### src/rtl/a_wr_scheduler.sv
// Issue-side A-register write scheduler: reserves destinations, rejects result-slot
// collisions at issue, and replays each accepted write on the A-register file port.
module a_wr_scheduler #(
  parameter int NREG = 8,
  parameter int AW   = 3,
  parameter int SRCW = 4,
  parameter int MAXD = 15
) (
  input  logic            clk,
  input  logic            rst_n,
  input  logic            i_issue,
  input  logic            i_a_dest_en,
  input  logic [AW-1:0]   i_dest,
  input  logic [3:0]      i_delay,
  input  logic [SRCW-1:0] i_src,
  input  logic            i_clear,
  output logic            o_stall,
  output logic [NREG-1:0] o_busy,
  output logic            o_wr_en,
  output logic [AW-1:0]   o_wr_addr,
  output logic [SRCW-1:0] o_wr_src
);

  logic [MAXD-1:0] valid_q, valid_d;
  logic [AW-1:0]   addr_q [MAXD];
  logic [AW-1:0]   addr_d [MAXD];
  logic [SRCW-1:0] src_q  [MAXD];
  logic [SRCW-1:0] src_d  [MAXD];
  logic [NREG-1:0] busy_q, busy_d;
  logic [AW-1:0]   wr_addr_q, wr_addr_d;
  logic [SRCW-1:0] wr_src_q, wr_src_d;

  logic            request;
  logic            accept;
  logic [MAXD:0]   valid_ext;
  logic [3:0]      slot_idx;

  // The extra top bit stands in for the nonexistent slot[MAXD], which is never occupied.
  assign valid_ext = {1'b0, valid_q};
  assign request   = i_issue && i_a_dest_en && (i_delay != 4'd0);
  assign o_stall   = !i_clear && request && (busy_q[i_dest] || valid_ext[i_delay]);
  assign accept    = request && !o_stall && !i_clear;
  assign slot_idx  = i_delay - 4'd1;

  always_comb begin
    valid_d = '0;
    for (int k = 0; k < MAXD - 1; k++) begin
      valid_d[k] = valid_q[k+1];
      addr_d[k]  = addr_q[k+1];
      src_d[k]   = src_q[k+1];
    end
    addr_d[MAXD-1] = addr_q[MAXD-1];
    src_d[MAXD-1]  = src_q[MAXD-1];

    busy_d = busy_q;
    if (valid_q[0]) begin
      busy_d[addr_q[0]] = 1'b0;
    end

    if (accept) begin
      valid_d[slot_idx] = 1'b1;
      addr_d[slot_idx]  = i_dest;
      src_d[slot_idx]   = i_src;
      busy_d[i_dest]    = 1'b1;
    end

    if (i_clear) begin
      valid_d = '0;
      busy_d  = '0;
    end

    // Write address/source keep their last value between writes.
    wr_addr_d = valid_d[0] ? addr_d[0] : wr_addr_q;
    wr_src_d  = valid_d[0] ? src_d[0]  : wr_src_q;
  end

  always_ff @(posedge clk or negedge rst_n) begin
    if (!rst_n) begin
      valid_q   <= '0;
      busy_q    <= '0;
      wr_addr_q <= '0;
      wr_src_q  <= '0;
      for (int k = 0; k < MAXD; k++) begin
        addr_q[k] <= '0;
        src_q[k]  <= '0;
      end
    end else begin
      valid_q   <= valid_d;
      busy_q    <= busy_d;
      wr_addr_q <= wr_addr_d;
      wr_src_q  <= wr_src_d;
      for (int k = 0; k < MAXD; k++) begin
        addr_q[k] <= addr_d[k];
        src_q[k]  <= src_d[k];
      end
    end
  end

  assign o_busy    = busy_q;
  assign o_wr_en   = valid_q[0];
  assign o_wr_addr = wr_addr_q;
  assign o_wr_src  = wr_src_q;

endmodule

### config.mk
export PLATFORM = sky130hd
export DESIGN_NAME = a_wr_scheduler
export DESIGN_NICKNAME = d
export VERILOG_FILES = /design/src/rtl/a_wr_scheduler.sv
export SDC_FILE = /design/constraint.sdc
export NUM_CORES = 1
export LEC_CHECK = 0
export CAP_MARGIN = 20
export CELL_PAD_IN_SITES_DETAIL_PLACEMENT = 0
export CELL_PAD_IN_SITES_GLOBAL_PLACEMENT = 2
export CORE_MARGIN = 8
export CORE_UTILIZATION = 47
export CTS_BUF_LIST = sky130_fd_sc_hd__clkbuf_8
export CTS_CLUSTER_SIZE = 12
export DETAILED_ROUTE_END_ITERATION = 10
export PLACE_DENSITY_LB_ADDON = 0.2
export RECOVER_POWER = 25
export SLEW_MARGIN = 20
export SYNTH_ARGS = -nofsm -noshare
export SYNTH_HDL_FRONTEND = slang
export SYNTH_SLANG_ARGS = --single-unit
### constraint.sdc
create_clock -name clk -period 5.1 [get_ports clk]
set_input_delay 1.53 -clock clk [delete_from_list [all_inputs] [get_ports clk]]
set_output_delay 1.53 -clock clk [all_outputs]
set_load 0.1 [all_outputs]
== Yosys cells after proc, flatten, opt, wreduce, memory -nomap -nowiden ==
Index checks and enable logic that the tools add are counted.
Widths: inputs -> output; s select.
Operators by class
  $add $sub $neg: 1
  bitwise operators: 5
  magnitude comparators: 9
  reduce and logical (&&, ||, !) cells: 14
  muxes and demuxes: 23
Operator list (count)
  $bwmux 60: 1
  $mux 60: 1
  $bwmux 45: 1
  $mux 45: 1
  $mux 15: 2
  $mux 8: 3
  $demux 4 s4: 1
  $or 14x15->15: 1
  $demux 3 s4: 1
  $logic_and 1x1->1: 10
  $lt 4x5->1 const B: 2
  $and 8x8->8: 1
  $lt 3x4->1 const B: 2
  $not 8->8: 1
  $or 8x8->8: 1
  $demux 1 s3: 2
  $ge 3x1->1 const B: 2
  $ge 5x5->1 const B: 1
  $lt 5x1->1 const B: 1
  $mux 1: 5
  $not 4->5: 1
  $bmux 1 s4: 1
  $demux 1 s4: 1
  $ge 4x1->1 const B: 1
  7 further kinds: 8
Word-level totals
  input port bits: 16
  register bits: 131

== Depth between registers and ports, before layout ==
Gate-level depths: netlist (run 1).
  depth in word-level cells: 10
  mapped depth: 8

== Worst setup path after synthesis (run 1) ==
No wires, ideal clock.
  path type: input to output
  start: input i_delay[1]
  end: output o_stall
  arrival: 4661 ps
  buffers on the path: 2
  stages on the path: 6
  data required time: 3570 ps
  setup slack: -1091 ps
  cell sequence: buf_2 > mux2_2 > a2bb2oi_1 > a31oi_1 > buf_2 > a21boi_0
Between the ends
  longest elaborated chain between the ends: 4
  elaborated cells on any way between the ends: 7
  those cells by class: 2 x mux; 5 x reduce/logical
Ends and longest elaborated chain
  start: declaration: line 14  | input logic [3:0] i_delay,
  $bmux 1 s4 / $reduce_bool 4->1 (equally long branches): line 41, 40
  $mux 1 (not written as such) / $logic_and 1x1->1 (equally long branches): line 41, 40
  $logic_or 1x1->1 / $logic_and 1x1->1 (equally long branches): line 41  | assign o_stall = !i_clear && request && (busy_q[i_dest] || valid_ext[i_delay]);
  $logic_and 1x1->1 (*): line 41
  end: declaration: line 17  | output logic o_stall,
Every way passes the cells marked *; elsewhere a longest branch is shown, timed or not. The select of a mux whose other input is x is not followed.

== Final worst setup path (run 1) ==
  start: input i_dest[2]
  end: output o_stall
Between the ends
  longest elaborated chain between the ends: 4
Ends and longest elaborated chain
  start: declaration: line 13  | input logic [AW-1:0] i_dest,
  $bmux 1 s3: line 41
  $mux 1 (not written as such): line 41
  $logic_or 1x1->1: line 41
  $logic_and 1x1->1: line 41
Every way passes these cells. The select of a mux whose other input is x is not followed.

==> results of run 1 <==
-- through the flow --
step / hold WS (ns) / cells / utilization / setup WS, ns / power [mW]
after floorplan: 0.439 / 388 / - / 0.251 / 1.40
after global placement: 0.456 / 551 / 0.523 / 0.161 / 1.49
after detailed placement: 0.462 / 551 / 0.523 / 0.116 / 1.50
after CTS: 0.474 / 583 / 0.556 / 0.103 / 2.32
after global routing: 0.490 / 583 / 0.556 / 0.00597 / 2.40
final: 0.471 / 583 / 0.556 / 0.113 / 2.29
-- state kept, by name (all words and copies together), names as in the netlist, named ones only --
name       count
o_wr_src       4
o_wr_addr      3
valid_q       15
o_busy         8
src_q         52
addr_q        42
-- metal layers --
layer | vias up | share of wire
li1 | 1475 | -
met3 | 13 | 0.057
met2 | 85 | 0.47
met5 | - | 0
met1 | 1655 | 0.46
met4 | 0 | 0.012
-- placed cells by master, fill, tap and decap left out, drive strengths merged, types with 2 or more instances in the layout --
cell / synthesis / final
dfrtp: 131 / 131
mux2: 100 / 100
clkdlybuf4s50: 0 / 30
clkbuf: 17 / 19
nand2: 17 / 17
inv: 13 / 16
buf: 7 / 13
nor2: 10 / 10
clkinv: 0 / 8
o21ai: 7 / 7
nand4: 7 / 7
o21ba: 7 / 7
mux2i: 5 / 5
a22oi: 5 / 5
a21oi: 5 / 5
o211ai: 4 / 4
nand3: 4 / 4
nor2b: 4 / 4
nand2b: 4 / 4
o22ai: 4 / 4
o32ai: 4 / 4
o2bb2ai: 4 / 4
mux4: 3 / 3
nand3b: 3 / 3
and3: 3 / 3
a31oi: 2 / 2
or3: 2 / 2
and4: 2 / 2
a2111o: 2 / 2
o31ai: 2 / 2
bufinv: 0 / 2
-- kinds of logic after synthesis --
family,after synthesis,share of synthesized area
buf+inv,37,0.0271
simple gates,62,0.0671
compound gates,50,0.0696
mux,108,0.230
flops,131,0.606
-- power by group through the flow --
stage / clock network, mW / logic, mW / registers [mW]
global placement: 0 / 0.289 / 1.20
floorplan: 0 / 0.141 / 1.26
finish: 0.814 / 0.291 / 1.19
CTS: 0.833 / 0.296 / 1.19
detailed placement: 0 / 0.294 / 1.21
global route: 0.885 / 0.317 / 1.20
-- path summary, 6_finish.rpt --
path / from / endpoint / slack [ns] / depth (start not counted)
max: i_dest[2] / o_stall / 0.11 / 6
min: addr_q[40] / addr_q[43] / 0.47 / 2
max reg2reg: o_busy[6] / src_q[6] / 2.27 / 6
min reg2reg: addr_q[40] / addr_q[43] / 0.47 / 2
max in group asynchronous: rst_n / src_q[16] / 2.36 / 2
min in group asynchronous: rst_n / o_busy[0] / 1.59 / 1
-- worst max-delay path: cells and delay by family --
family,cells,cell delay (ns)
AO/OA/AOI/OAI,2,0.35
multiplexers,2,0.86
buffers and inverters,2,0.71
-- area by class of cell --
type	instances	area [µm²]
sequential	131	3280
timing repair buffer	44	428
tap	143	179
inverter	13	48.8
clock buffer	18	248
fill	952	5030
clock inverter	14	123
multi-input combinational	220	1990
==> key figures, run 1 <==
Outcome
  – Run status: complete, but fails checks
  – Failing checks: max-capacitance violations, max-slew violations

CTS
  – Worst-case clock buffer depth: 2
  – Post-CTS Setup Bufs: 0
  – Max H-tree Level: 4
  – Hold-fix buffer count after cts: 0
  – Clk pin slew, worst setup/hold paths: 0.08 ns
  – Total CTS buffers: 17
  – Clk Latency, worst-skew pair: 0.42 ns
  – # resized after CTS: 0
  – Root Buffer: clkbuf_8
  – TritonCTS Sinks: about 130
  – CTS tree: yes

Floorplan
  – Full die area: between 15,000 and 20,000 µm²
  – Die height: 123 µm
  – Initial Utilization: 0.478
  – IO Pins: 33
  – Die Wd: roughly 120 µm
  – Num rows: 39
  – Placeable Area: between 10,000 and 15,000 µm²

Setup path
  – Worst setup EP type: output port
  – Crit-path max cell delay: approximately 0.54 ns
  – CP required: 3.57 ns
  – Startpoint type of the worst setup path: input port
  – Max stage delay cell, worst path: clkdlybuf4s50_1
  – Worst-path fanout max: 4
  – CP cell instances: clkdlybuf4s50_1 -> mux4_2 -> mux2_2 -> a31oi_1 -> a21boi_2 -> buf_12
  – Worst path arrival time: about 3.5 ns
  – Crit Path Category: input port to output port

Detailed routing
  – DRT Pass-1 Iters: 4
  – Initial DRC count: between 200 and 250
  – Avg WL per Cell: 18.1 µm
  – Drt total wl: between 10,000 and 15,000 µm
  – DRC violations left: 0
  – Vias/cell: roughly 5.5
  – Vias: ~3,200
  – Routed Antenna Nets: 0

Power
  – Clock Power Share: 0.355
  – Reg power frac: 0.518
  – P per Cell Area: between 300 and 400 nW/µm²
  – Cell-internal power: around 1.7 mW
  – Sw Share: 0.252
  – Switching power: about 0.58 mW
  – VDD IR max: between 0.15 and 0.2 mV
  – Lkg Pwr: around 3 nW
  – Gate power share: 0.127

Placed design
  – IO buf count: 32
  – Placed inst area: about 6000 µm²
  – HPWL Detailed: between 7000 and 8000 µm
  – Gp weighted congestion: around 0.80

Hold path
  – Hold Path Class: flip-flop to flip-flop

Timing
  – Max Freq: 201 MHz
  – Max Clock Skew: approximately 0.014 ns
  – Min Tclk post-route: about 5.0 ns
  – Worst Max-Slew Pin Slew: 1.87 ns
  – Slew HR: -0.248
  – Tcrit/Tclk final: 0.978
  – Final setup viols: 0
  – RSZ-0062 raised after global routing: no
  – Final slew viol count: 75
  – Final hold vios: 0
  – Setup TNS: 0 ns

Logic synthesis
  – Gate Count Post-Synth: a little under 400
  – Syn Nets: 404
  – Most common cell in the netlist: dfrtp_1
  – Share of flip-flops with an asynchronous set or reset: 1.00
  – Mean Syn Cell Area: roughly 14 µm²
  – Synth area leader: dfrtp_1
  – Top_reg_cell synth: dfrtp_1
  – Synth unique cells: 40
  – Synth Cell Area: approximately 5400 µm²
  – Yosys top cell area share: 0.606
  – Number of synthesized flops with an enable pin: 0
  – Register bit count reported by yosys: approximately 130
  – Register area share after synthesis: 0.606
  – Top post-synthesis cells by area: dfrtp_1 (61%), mux2_2 (21%), o21ba_2 (1.3%)
  – Commonest cells post-synth: dfrtp_1 (131), mux2_2 (100), clkbuf_1 (17), nand2_1 (17), inv_1 (13)
  – Yosys warns: 0

GRT
  – Met3 Use GR: 0.0416
  – First-pass GRT wire length: 17,800 µm
  – Largest net degree at the start of global routing: 76
  – Busiest grt layer: met2
  – Antenna violations before repair: 0
  – GRT overflow: 0
  – GR Layer Usage met2: 0.235
  – Met1 GRT Util: 0.203
  – All-Layer GR Usage: 0.153
  – Vias in the first global route: 3,476

Finish
  – Layout area overhead: 16.3%
  – Layout cells sized above 1: 0.364
  – Layout net count: approximately 440
  – Antenna Cells: 0
  – Post-route cell area: ~6300 µm²

Run
  – Max-cap viol count: 1
Note: power is estimated with default switching activity, not from simulation.
==> inputs of run 2 (changes only) <==
SLEW_MARGIN = not set   (was 20)
==> results of run 2 <==
Final layout, timing and power as in run 1 (identical DEF).
